===== src/rtl/ctrl_msg_scheduler_if.sv =====
// rtl/ctrl_msg_scheduler_if.sv - request/issue bundle between GameControl handlers, scheduler and InterboardCommunication
interface ctrl_msg_scheduler_if #(
    parameter int NUM_CH = 4,
    parameter int DEPTH  = 4
);
    localparam int CW = $clog2(DEPTH) + 1;

    logic                   interboard_rst;
    logic [NUM_CH-1:0]      req;
    logic [22*NUM_CH-1:0]   req_msg;
    logic [NUM_CH-1:0]      ack;
    logic                   inter_ready;
    logic                   ctrl_en;
    logic                   ctrl_move_dir;
    logic [4:0]             ctrl_block_x;
    logic [2:0]             ctrl_block_y;
    logic [3:0]             ctrl_msg_type;
    logic [5:0]             ctrl_card;
    logic [2:0]             ctrl_sel_len;
    logic [CW-1:0]          fifo_count;
    logic                   busy;
    logic                   timeout_err;

    modport master (
        output interboard_rst, req, req_msg, inter_ready,
        input  ack, ctrl_en, ctrl_move_dir, ctrl_block_x, ctrl_block_y,
               ctrl_msg_type, ctrl_card, ctrl_sel_len, fifo_count, busy, timeout_err
    );

    modport slave (
        input  interboard_rst, req, req_msg, inter_ready,
        output ack, ctrl_en, ctrl_move_dir, ctrl_block_x, ctrl_block_y,
               ctrl_msg_type, ctrl_card, ctrl_sel_len, fifo_count, busy, timeout_err
    );
endinterface


===== src/rtl/ctrl_msg_scheduler.sv =====
// rtl/ctrl_msg_scheduler.sv - arbitrates ctrl message requests into a FIFO and issues them paced by inter_ready
module ctrl_msg_scheduler #(
    parameter int NUM_CH       = 4,
    parameter int DEPTH        = 4,
    parameter int ARB_MODE     = 0,
    parameter int BUSY_TIMEOUT = 15
) (
    input  logic                clk,
    input  logic                rst,
    ctrl_msg_scheduler_if.slave bus
);
    localparam int IW = (NUM_CH > 1) ? $clog2(NUM_CH) : 1;
    localparam int PW = (DEPTH > 1) ? $clog2(DEPTH) : 1;
    localparam int CW = $clog2(DEPTH) + 1;
    localparam int TW = $clog2(BUSY_TIMEOUT + 1);

    localparam logic [1:0] S_IDLE      = 2'd0;
    localparam logic [1:0] S_SEND      = 2'd1;
    localparam logic [1:0] S_WAIT_LOW  = 2'd2;
    localparam logic [1:0] S_WAIT_HIGH = 2'd3;

    logic [1:0]        r_state;
    logic [NUM_CH-1:0] r_ack;
    logic [IW-1:0]     r_rr_ptr;
    logic [21:0]       r_mem [DEPTH];
    logic [PW-1:0]     r_wr_ptr;
    logic [PW-1:0]     r_rd_ptr;
    logic [CW-1:0]     r_count;
    logic [TW-1:0]     r_to_cnt;
    logic              r_to_err;
    logic              r_ctrl_en;
    logic [21:0]       r_ctrl_msg;

    logic [NUM_CH-1:0] w_elig;
    logic              w_found;
    logic [IW-1:0]     w_win;
    logic [21:0]       w_win_msg;
    logic              w_full;
    logic              w_pop;
    logic              w_push;

    // A channel acked last cycle sits out one cycle so it can drop req before being re-granted.
    always_comb begin
        w_elig  = bus.req & ~r_ack;
        w_found = 1'b0;
        w_win   = '0;
        if (ARB_MODE == 0) begin
            for (int i = NUM_CH - 1; i >= 0; i--) begin
                if (w_elig[i]) begin
                    w_found = 1'b1;
                    w_win   = IW'(i);
                end
            end
        end else begin
            for (int k = 0; k < NUM_CH; k++) begin
                if (!w_found && w_elig[(int'(r_rr_ptr) + k) % NUM_CH]) begin
                    w_found = 1'b1;
                    w_win   = IW'((int'(r_rr_ptr) + k) % NUM_CH);
                end
            end
        end
    end

    assign w_win_msg = bus.req_msg[int'(w_win) * 22 +: 22];
    assign w_full    = (r_count == CW'(DEPTH));
    assign w_pop     = (r_state == S_IDLE) && (r_count != '0) && bus.inter_ready;
    assign w_push    = w_found && (!w_full || w_pop);

    always_ff @(posedge clk) begin
        if (rst && !bus.interboard_rst && w_push) begin
            r_mem[r_wr_ptr] <= w_win_msg;
        end
    end

    always_ff @(posedge clk or negedge rst) begin
        if (!rst) begin
            r_state    <= S_IDLE;
            r_ack      <= '0;
            r_rr_ptr   <= '0;
            r_wr_ptr   <= '0;
            r_rd_ptr   <= '0;
            r_count    <= '0;
            r_to_cnt   <= '0;
            r_to_err   <= 1'b0;
            r_ctrl_en  <= 1'b0;
            r_ctrl_msg <= '0;
        end else if (bus.interboard_rst) begin
            r_state    <= S_IDLE;
            r_ack      <= '0;
            r_rr_ptr   <= '0;
            r_wr_ptr   <= '0;
            r_rd_ptr   <= '0;
            r_count    <= '0;
            r_to_cnt   <= '0;
            r_to_err   <= 1'b0;
            r_ctrl_en  <= 1'b0;
            r_ctrl_msg <= '0;
        end else begin
            r_ack     <= '0;
            r_ctrl_en <= 1'b0;

            if (w_push) begin
                r_ack[w_win] <= 1'b1;
                r_wr_ptr     <= r_wr_ptr + PW'(1);
                r_rr_ptr     <= (w_win == IW'(NUM_CH - 1)) ? '0 : w_win + IW'(1);
            end
            if (w_pop) begin
                r_rd_ptr <= r_rd_ptr + PW'(1);
            end

            case ({w_push, w_pop})
                2'b10:   r_count <= r_count + CW'(1);
                2'b01:   r_count <= r_count - CW'(1);
                default: r_count <= r_count;
            endcase

            // ctrl_en is high exactly while in S_SEND; the head entry is latched on the way in.
            case (r_state)
                S_IDLE: begin
                    if (w_pop) begin
                        r_state    <= S_SEND;
                        r_ctrl_en  <= 1'b1;
                        r_ctrl_msg <= r_mem[r_rd_ptr];
                    end
                end
                S_SEND: begin
                    r_state  <= S_WAIT_LOW;
                    r_to_cnt <= '0;
                end
                S_WAIT_LOW: begin
                    if (!bus.inter_ready) begin
                        r_state <= S_WAIT_HIGH;
                    end else if (r_to_cnt == TW'(BUSY_TIMEOUT - 1)) begin
                        r_to_err <= 1'b1;
                        r_state  <= S_IDLE;
                    end else begin
                        r_to_cnt <= r_to_cnt + TW'(1);
                    end
                end
                S_WAIT_HIGH: begin
                    if (bus.inter_ready) begin
                        r_state <= S_IDLE;
                    end
                end
                default: r_state <= S_IDLE;
            endcase
        end
    end

    assign bus.ack           = r_ack;
    assign bus.ctrl_en       = r_ctrl_en;
    assign bus.ctrl_move_dir = r_ctrl_msg[21];
    assign bus.ctrl_block_x  = r_ctrl_msg[20:16];
    assign bus.ctrl_block_y  = r_ctrl_msg[15:13];
    assign bus.ctrl_msg_type = r_ctrl_msg[12:9];
    assign bus.ctrl_card     = r_ctrl_msg[8:3];
    assign bus.ctrl_sel_len  = r_ctrl_msg[2:0];
    assign bus.fifo_count    = r_count;
    assign bus.busy          = (r_count != '0) || (r_state != S_IDLE);
    assign bus.timeout_err   = r_to_err;
endmodule


===== src/flat_wrapper.sv =====
// flat-port wrapper written by rule: the top's interface ports become plain ports
module ctrl_msg_scheduler_flat 
#(
    parameter int NUM_CH       = 4,
    parameter int DEPTH        = 4,
    parameter int ARB_MODE     = 0,
    parameter int BUSY_TIMEOUT = 15
)
  (clk, rst, bus_interboard_rst, bus_req, bus_req_msg, bus_inter_ready, bus_ack, bus_ctrl_en, bus_ctrl_move_dir, bus_ctrl_block_x, bus_ctrl_block_y, bus_ctrl_msg_type, bus_ctrl_card, bus_ctrl_sel_len, bus_fifo_count, bus_busy, bus_timeout_err);
  ctrl_msg_scheduler_if #(.NUM_CH(NUM_CH), .DEPTH(DEPTH)) bus_i ();
  input  logic clk;
  input  logic rst;
  input wire logic [$bits(bus_i.interboard_rst)-1:0] bus_interboard_rst;
  input wire logic [$bits(bus_i.req)-1:0] bus_req;
  input wire logic [$bits(bus_i.req_msg)-1:0] bus_req_msg;
  input wire logic [$bits(bus_i.inter_ready)-1:0] bus_inter_ready;
  output wire logic [$bits(bus_i.ack)-1:0] bus_ack;
  output wire logic [$bits(bus_i.ctrl_en)-1:0] bus_ctrl_en;
  output wire logic [$bits(bus_i.ctrl_move_dir)-1:0] bus_ctrl_move_dir;
  output wire logic [$bits(bus_i.ctrl_block_x)-1:0] bus_ctrl_block_x;
  output wire logic [$bits(bus_i.ctrl_block_y)-1:0] bus_ctrl_block_y;
  output wire logic [$bits(bus_i.ctrl_msg_type)-1:0] bus_ctrl_msg_type;
  output wire logic [$bits(bus_i.ctrl_card)-1:0] bus_ctrl_card;
  output wire logic [$bits(bus_i.ctrl_sel_len)-1:0] bus_ctrl_sel_len;
  output wire logic [$bits(bus_i.fifo_count)-1:0] bus_fifo_count;
  output wire logic [$bits(bus_i.busy)-1:0] bus_busy;
  output wire logic [$bits(bus_i.timeout_err)-1:0] bus_timeout_err;
  assign bus_i.interboard_rst = bus_interboard_rst;
  assign bus_i.req = bus_req;
  assign bus_i.req_msg = bus_req_msg;
  assign bus_i.inter_ready = bus_inter_ready;
  assign bus_ack = bus_i.ack;
  assign bus_ctrl_en = bus_i.ctrl_en;
  assign bus_ctrl_move_dir = bus_i.ctrl_move_dir;
  assign bus_ctrl_block_x = bus_i.ctrl_block_x;
  assign bus_ctrl_block_y = bus_i.ctrl_block_y;
  assign bus_ctrl_msg_type = bus_i.ctrl_msg_type;
  assign bus_ctrl_card = bus_i.ctrl_card;
  assign bus_ctrl_sel_len = bus_i.ctrl_sel_len;
  assign bus_fifo_count = bus_i.fifo_count;
  assign bus_busy = bus_i.busy;
  assign bus_timeout_err = bus_i.timeout_err;
  ctrl_msg_scheduler #(.NUM_CH(NUM_CH), .DEPTH(DEPTH), .ARB_MODE(ARB_MODE), .BUSY_TIMEOUT(BUSY_TIMEOUT)) u_core (.clk(clk), .rst(rst), .bus(bus_i));
endmodule

===== config.mk =====
export PLATFORM = sky130hd
export DESIGN_NAME = ctrl_msg_scheduler_flat
export DESIGN_NICKNAME = d
export VERILOG_FILES = /design/src/rtl/ctrl_msg_scheduler_if.sv /design/src/rtl/ctrl_msg_scheduler.sv /design/src/flat_wrapper.sv
export SDC_FILE = /design/constraint.sdc
export NUM_CORES = 1
export LEC_CHECK = 0
export CORE_ASPECT_RATIO = 0.8
export CORE_MARGIN = 2
export CORE_UTILIZATION = 45
export CTS_CLUSTER_DIAMETER = 60
export DETAILED_ROUTE_END_ITERATION = 10
export GPL_TIMING_DRIVEN = 0
export PLACE_DENSITY_LB_ADDON = 0.08
export RECOVER_POWER = 50
export SLEW_MARGIN = 25
export SYNTH_ARGS = -nofsm -noshare
export SYNTH_HDL_FRONTEND = slang
export SYNTH_SLANG_ARGS = --single-unit

===== constraint.sdc =====
create_clock -name clk -period 2.5 [get_ports clk]
set_input_delay 0.25 -clock clk [delete_from_list [all_inputs] [get_ports clk]]
set_output_delay 0.25 -clock clk [all_outputs]
set_load 0.005 [all_outputs]

==> flow_summary.ini, run 1 <==
[final_layout]
finalInstanceArea_sq_um = 7600
fillers = 923
diodes = 0
drive_above_1_share_pct = 12.6
regArea_sq_um = 3670
synthToLayoutAreaGrowth_pct = 37.7
multi_input_area_sq_um = 1750
fin_nets = 646

[sta]
finalCriticalPeriod_ns = 2.32
grt_setup_unrepaired = no
setup_viol_count_final = 0
fin_crit_sh_pct = 92.8
hold_violations = 0
maxSlewViolCount = 0
worstMarginPinSlew_ns = 0.688
fin_worst_skew_ns = 0.00670
slew_headroom_pct = 54.1
fin_tns_setup_ns = 0
fmax_ghz = 0.431

[global_routing]
antenna_found_initial = 0
track_usage_pct = 21.9
grt_pass1_vias = 3916
grt_max_degree = 32
grt_pass1_wl_microns = 20900
overflow = 0

[logic_synthesis]
synth_edf_count = 88
synthCells = 395
synth_area_sq_um = 5520
syn_nets = 498
dominantRegCellSynth = edfxtp_1
yosys.area.top_type_share_pct = 47.9
synth_top_cell_by_area = edfxtp_1
synthTopCellsByArea = edfxtp_1, dfrtp_1, mux4_2, nand2_1, a222oi_1
async_reset_ff_share_pct = 31.8
ys_types = 38
yosysWarnings = 0
post_synth_most_frequent_cells = nand2_1, edfxtp_1, dfrtp_1, a21oi_1
synth-seq-area-share_pct = 66.5
yosysMostFrequentCell = nand2_1
synth_area_per_cell_sq_um = 14.0
ys_ff_latch = 129

[power_and_ir_drop]
p_total_mw = 6.57
peakVddDrop_v = 0.000571
power.density_nw_per_um2 = 865
p_leak_nw = 2.90

[setup_path]
path_cells = or3b_1, nand3_1, nand2_1, nor2_2, and3_4
crit_path_start = u_core.r_state[1]$_DFFE_PN0P_
cp.arrival_ns = 2.39
worstPathMaxFanout = 22
cpMaxStageDelayCell = and3_4
cp_slowest_stage_delay_ns = 0.49
crit_type = reg -> reg
reg2reg_from = u_core.r_state[1]$_DFFE_PN0P_
crit_path_start_kind = register
endpoint_kind = register
required_ns = 2.57

[route]
vias = 3848
drtIter0Drc = 423
viasPerCell = 5.44
drcViolationCount = 0
drt-total-wl_microns = 13500
ant_nets = 0
firstDrtPassIters = 9
routedWlPerCell_microns = 19.1

[floorplan]
ios = 128
start_util_pct = 45.7
die_h_microns = 103
rows = 36
die_w_microns = 128
core-area_sq_um = 12100
die-area_sq_um = 13200

[cts]
cts_tree = built
clock-root-buffer = clkbuf_16
cts.htree.levels = 4
cts_max_path_buffers = 2
cts.clk_slew.worst_paths_ns = 0.06
clock_latency_ns = 0.42
clock_sinks = 129
numCtsBuffers = 17

[hold_path]
hold_class = in -> async

[placed_design]
dp_hpwl_microns = 9060
placement.cell_area_sq_um = 7000
port_buffers = 127
gp_congestion = 0.761

[outcome]
status = finished clean

[job]
drv_cap = 0
-- path summary, 6_finish.rpt --
check	to	slack, ns	cells past startpoint
max	u_core.r_mem[2][4]$_DFFE_PP_	0.18	5
min	u_core.r_ctrl_msg[9]$_DFFE_PN0P_	0.30	2
max reg2reg	u_core.r_mem[2][4]$_DFFE_PP_	0.18	5
min reg2reg	u_core.bus.timeout_err$_DFFE_PN0P_	0.51	2
max in group asynchronous	u_core.bus.ack[1]$_DFF_PN0_	1.67	3
min in group clk	u_core.bus.timeout_err$_DFFE_PN0P_	0.51	2
-- cell families after synthesis --
group	share of synthesized area, %
adders and majority gates	1.72
buffers and inverters	2.20
xor gates and xnor gates	0.635
DFF	66.5
muxes	9.95
and+or+nand+nor	12.2
AOI/OAI and AO/OA	6.82
-- state kept, by name (all words and copies together), names as in the netlist --
| name | count |
|---|---|
| u_core.r_rd_ptr | 2 |
| u_core.bus.timeout_err | 1 |
| u_core.r_to_cnt | 4 |
| u_core.bus.fifo_count | 3 |
| u_core.r_state | 2 |
| u_core.r_wr_ptr | 2 |
| u_core.bus.ctrl_en | 1 |
| u_core.r_ctrl_msg | 22 |
| u_core.bus.ack | 4 |
| u_core.r_mem | 88 |
-- area by class of cell --
cell class	count	share of cell area [%]
Clock buffer	18	5.78
Multi-Input combinational cell	238	23.0
Inverter	4	0.198
Timing Repair Buffer	129	17.1
Buffer	24	1.35
Sequential cell	129	48.3
Clock inverter	14	1.84
Tap cell	152	2.50
-- power breakdown --
group	total [mW]	switching [mW]	internal, mW
clock	2.40	0.915	1.48
combinational	1.51	0.745	0.766
sequential	2.66	0.111	2.55
total	6.57	1.77	4.80
-- worst max-delay path: cells and delay by family, from the launching register on --
family / cells / cell delay [ns]
flops: 1 / 0.43
simple gates: 5 / 1.50
-- cell usage in the layout (no fill, tap or decap), drive strengths merged, types with 2 or more instances in the layout --
| master | instances |
|---|---|
| a21oi | 26 |
| nor2b | 3 |
| clkdlybuf4s50 | 94 |
| mux2 | 3 |
| nor3b | 2 |
| xnor2 | 2 |
| ha | 6 |
| edfxtp | 88 |
| nand3 | 3 |
| clkinv | 5 |
| and2 | 3 |
| dlygate4sd3 | 33 |
| buf | 7 |
| clkbuf | 37 |
| or3 | 2 |
| dfrtp | 41 |
| xor2 | 2 |
| and3 | 6 |
| clkinvlp | 6 |
| inv | 5 |
| mux2i | 2 |
| nand2 | 96 |
| nor2 | 18 |
| nand4 | 2 |
| nand2b | 9 |
| bufinv | 2 |
| mux4 | 22 |
| a222oi | 22 |
-- through the flow --
step           instances  utilization (%)  hold slack, ns  worst slack, ns
2_1_floorplan        395                -         -0.0456            0.230
3_3_place_gp         674             57.8           0.487            -1.46
3_5_place_dp         675             58.0           0.217           -0.399
4_1_cts              708             62.9           0.313          -0.0812
5_1_grt              708             63.0           0.332           0.0558
6_report             708             63.0           0.303            0.181
-- timing repair --
item | in CTS | in global routing
hold buffers | 1 | 0
pin swaps | 0 | 0
setup buffers | 0 | 0
endpoints found under the hold margin | 14 | 0
setup endpoints to repair | 88 | 116
resized for setup | 0 | 6
-- per-layer routing --
metal	routed length, microns	track usage [%]	vias to the layer above	part of all wire, %
li1	-	-	1784	-
met1	5840	28.3	1936	43
met2	6670	36.2	107	49
met3	728	5.14	21	5.4
met4	254	9.13	0	1.9
met5	0	0	-	0
(Power assumes the default switching activity.)
==> run 2, diff against run 1 <==
- GPL_TIMING_DRIVEN: 0 -> default
==> run 2 against run 1 <==
  * Sequential share of layout area down 0.41 points
  * Die area unchanged
  * Non-clock buffer count down 6
  * Core utilization up 0.56 points
  * Largest power group unchanged
  * Highest routed layer unchanged
==> flow_summary.ini, run 2 (synthesis gave the netlist of run 1 again) <==
[outcome]
status = finished clean

[setup_path]
path_cells = or3_1, or3_1, clkdlybuf4s50_1
reg2reg_from = u_core.r_state[1]$_DFFE_PN0P_
required_ns = 2.25
crit_path_start_kind = register
crit_path_start = u_core.bus.fifo_count[0]$_DFFE_PN0P_
worstPathMaxFanout = 6
cp_slowest_stage_delay_ns = 0.45
crit_type = reg -> out
cp.arrival_ns = 2.04
cpMaxStageDelayCell = dfrtp_1
endpoint_kind = primary output
crit_path_frequent_cell = or3_1

[placed_design]
placement.cell_area_sq_um = 7080
place_inst = 670
gp_congestion = 0.754
port_buffers = 127
dp_hpwl_microns = 8840

[global_routing]
antenna_found_initial = 0
grt_max_degree = 42
grt_pass1_vias = 3940
grt_pass1_wl_microns = 20600
track_usage_pct = 21.0
overflow = 0

[final_layout]
final_cell_mix = nand2_1, clkdlybuf4s50_1, edfxtp_1
post-route-util_pct = 63.5
instances_no_fill = 702
drive_above_1_share_pct = 14.5
reg_top3 = u_core.r_mem (88), u_core.r_ctrl_msg (22)
fillers = 946
diodes = 0
final_common_cell = nand2_1
synthToLayoutAreaGrowth_pct = 38.9
fin_nets = 640
regMostFlops = u_core.r_mem
largest_reg_flops = 88
finalInstanceArea_sq_um = 7670

[route]
ant_nets = 0
firstDrtPassIters = 8
drt-total-wl_microns = 13000
drtIter0Drc = 338
routedWlPerCell_microns = 18.5
vias = 3785
viasPerCell = 5.39
drcViolationCount = 0

[cts]
clock-root-buffer = clkbuf_16
clock_latency_ns = 0.41
cts-resized-gates = 0
post_cts_buffers = 0
numCtsBuffers = 17
cts_tree = built
holdBufCountCts = 0
cts.htree.levels = 4
cts.clk_slew.worst_paths_ns = 0.06
cts_max_path_buffers = 2
clock_sinks = 129

[sta]
slew_headroom_pct = 22.5
hold_violations = 0
fin_crit_sh_pct = 91.5
fin_tns_setup_ns = 0
whs_ns = 0.344
fmax_ghz = 0.437
fin_worst_skew_ns = 0.00891
finalCriticalPeriod_ns = 2.29
worstMarginPinSlew_ns = 1.16
setup_viol_count_final = 0
grt_setup_unrepaired = no
maxSlewViolCount = 0

[floorplan]
start_util_pct = 45.7
die_w_microns = 128
die-area_sq_um = 13200
die_h_microns = 103
rows = 36
ios = 128
core-area_sq_um = 12100

[power_and_ir_drop]
sequentialPowerShare_pct = 40.4
p_sw_mw = 1.76
power_frac_comb_pct = 21.6
peakVddDrop_v = 0.000514
p_leak_nw = 2.96
intPower_mw = 4.99
power.density_nw_per_um2 = 879
clkPwrFrac_pct = 38.0
swShare_pct = 26.0

[hold_path]
hold_class = in -> reg
hp-start = bus_interboard_rst

[job]
drv_cap = 0
## run 2: cell count changes in the layout (fill, tap and decap cells not counted), sizes merged, moves of 2 or more
cell / delta
buf: +7
bufinv: +2
clkbuf: -11
dlygate4sd3: -2
clkinvlp: -2
## run 2: path summary, 6_finish.rpt
check	depth (start not counted)	slack, ns	end
min in group asynchronous	2	0.35	u_core.r_ctrl_msg[1]$_DFFE_PN0P_
hold reg to reg	2	0.50	u_core.bus.timeout_err$_DFFE_PN0P_
setup / recovery	3	0.21	bus_busy
hold / removal	4	0.34	u_core.bus.ack[1]$_DFF_PN0_
max in group asynchronous	2	1.37	u_core.r_rd_ptr[0]$_DFFE_PN0P_
setup reg to reg	6	0.22	u_core.bus.fifo_count[2]$_DFFE_PN0P_
## run 2: power groups by stage
stage | Combinational (mW) | Clock, mW | Sequential [mW]
2_1_floorplan | 0.892 | 0 | 2.70
3_3_place_gp | 1.51 | 0 | 2.77
3_5_place_dp | 1.53 | 0 | 2.78
4_1_cts | 1.55 | 2.60 | 2.74
5_1_grt | 1.61 | 2.71 | 2.77
6_report | 1.46 | 2.57 | 2.72
## run 2: per-layer routing
layer,vias up,share of wire (%),track usage (%)
met4,0,0.84,6.51
met2,135,51,36.0
met5,-,0,0
met3,11,5.0,5.03
li1,1773,-,-
met1,1866,44,27.2
## run 2: layout make-up
cell class,instances,area [sq um],area share [%]
Timing Repair Buffer,147,1440,18.8
Clock inverter,14,190,2.48
Clock buffer,18,429,5.60
Inverter,4,15.0,0.196
Multi-Input combinational cell,238,1740,22.6
Sequential cell,129,3670,47.9
Tap cell,152,190,2.48
## run 2: metrics by stage
stage	total power, mW	setup WS (ns)
after floorplan	3.59	0.230
after global placement	4.28	0.125
after detailed placement	4.31	0.0891
after CTS	6.89	0.152
after global routing	7.08	0.0950
final	6.74	0.212
## run 2: critical path, delay by kind of cell, from the launching register on
family	cells	cell delay (ns)
AND/OR/NAND/NOR	2	0.74
flip-flops	1	0.45
buffers and inverters	1	0.45
==> run 3, diff against run 2 <==
- PLACE_DENSITY: default -> 0.73
- PLACE_DENSITY_LB_ADDON: 0.08 -> default
==> run 3 against run 2 <==
  * Hold slack worse by 0.049 ns
  * Sequential share of layout area about the same
  * Core utilization fell by 0.083 points
  * Sequential power hardly changed
  * Critical path depth unchanged
  * Clock skew about the same
  * First-iteration DRC count grew 3.3%
  * Largest cell class unchanged
==> flow_summary.ini, run 3 (synthesis gave the netlist of run 1 again) <==
[placed_design]
place_inst = 673
dp_hpwl_microns = 9350
gp_congestion = 0.836
placement.cell_area_sq_um = 7080
port_buffers = 127
pre_cts_ws_ns = 0.0569

[cts]
cts_tree = built
post_cts_buffers = 0
clock-root-buffer = clkbuf_16
holdBufCountCts = 0
cts_max_path_buffers = 2
cts-resized-gates = 0
clock_latency_ns = 0.42
clock_sinks = 129
cts.htree.levels = 4
numCtsBuffers = 17
cts.clk_slew.worst_paths_ns = 0.06

[route]
vias = 3856
drcViolationCount = 0
viasPerCell = 5.47
ant_nets = 0
drt-total-wl_microns = 13600
firstDrtPassIters = 6
drtIter0Drc = 349
routedWlPerCell_microns = 19.3

[power_and_ir_drop]
power.density_nw_per_um2 = 885
p_leak_nw = 2.98
peakVddDrop_v = 0.000596
p_sw_mw = 1.82
clkPwrFrac_pct = 38.0
swShare_pct = 26.9
power_frac_comb_pct = 22.1
sequentialPowerShare_pct = 40.0
intPower_mw = 4.95
p_total_mw = 6.78

[outcome]
status = finished clean

[floorplan]
start_util_pct = 45.7
rows = 36
die_h_microns = 103
ios = 128
die_w_microns = 128
die-area_sq_um = 13200
core-area_sq_um = 12100

[setup_path]
cpMaxStageDelayCell = dfrtp_1
cp.arrival_ns = 2.05
worstPathMaxFanout = 5
endpoint_kind = primary output
required_ns = 2.25
crit_path_start_kind = register
crit_path_frequent_cell = or3_1
crit_family = simple AND/OR/NAND/NOR gates
crit_type = reg -> out
path_cells = or3_1, or3_1, clkdlybuf4s50_1
cp_num_buf_inv = 1
cp_slowest_stage_delay_ns = 0.44

[global_routing]
grt_pass1_wl_microns = 21000
track_usage_pct = 22.1
grt_max_degree = 42
grt_pass1_vias = 4005
overflow = 0
antenna_found_initial = 0

[sta]
worstMarginPinSlew_ns = 1.08
grt_setup_unrepaired = no
maxSlewViolCount = 0
fin_tns_setup_ns = 0
fin_ws_ns = 0.202
hold_violations = 0
fin_crit_sh_pct = 91.9
slew_headroom_pct = 27.9
fmax_ghz = 0.435
whs_ns = 0.294
setup_viol_count_final = 0
finalCriticalPeriod_ns = 2.30
fin_worst_skew_ns = 0.00935

[final_layout]
instances_no_fill = 705
reg_top3 = u_core.r_mem (88), u_core.r_ctrl_msg (22)
fin_nets = 643
diodes = 0
synthToLayoutAreaGrowth_pct = 38.7
drive_above_1_share_pct = 14.3
finalInstanceArea_sq_um = 7660
final_common_cell = nand2_1
final_cell_mix = nand2_1, clkdlybuf4s50_1, edfxtp_1
largest_reg_flops = 88
post-route-util_pct = 63.4
regMostFlops = u_core.r_mem
fillers = 922

[job]
drv_cap = 0

[hold_path]
hold_class = in -> async
## run 3: power groups by stage
stage                     sequential (mW)  combinational, mW  clock [mW]
after floorplan                      2.70              0.892           0
after global placement               2.74               1.56           0
after detailed placement             2.75               1.58           0
after CTS                            2.71               1.60        2.61
after global routing                 2.73               1.64        2.70
final                                2.71               1.50        2.57
## run 3: path summary, 6_finish.rpt
path                                                           start                              endpoint  slack, ns  depth (start not counted)
worst max-delay path            u_core.bus.fifo_count[1]$_DFFE_PN0P_                              bus_busy       0.20                          3
worst min-delay path                                             rst     u_core.r_ctrl_msg[10]$_DFFE_PN0P_       0.29                          2
worst max register to register         u_core.r_state[1]$_DFFE_PN0P_  u_core.bus.fifo_count[0]$_DFFE_PN0P_       0.23                          6
worst min register to register    u_core.bus.timeout_err$_DFFE_PN0P_    u_core.bus.timeout_err$_DFFE_PN0P_       0.50                          2
max in group asynchronous                                        rst      u_core.r_ctrl_msg[2]$_DFFE_PN0P_       1.52                          2
min in group clk                  u_core.bus.timeout_err$_DFFE_PN0P_    u_core.bus.timeout_err$_DFFE_PN0P_       0.50                          2
## run 3: layout make-up
type | count | area [sq um] | share of cell area [%]
Timing Repair Buffer | 150 | 1430 | 18.7
Inverter | 4 | 15.0 | 0.196
Clock inverter | 13 | 174 | 2.27
Clock buffer | 19 | 443 | 5.78
Multi-Input combinational cell | 238 | 1730 | 22.6
Tap cell | 152 | 190 | 2.48
Sequential cell | 129 | 3670 | 47.9
## run 3: routing by layer
metal	vias up	track usage (%)	share of wire, %
met2	145	38.7	51
met3	18	5.92	6.3
li1	1779	-	-
met4	0	8.11	1.8
met5	-	0	0
met1	1914	26.7	41
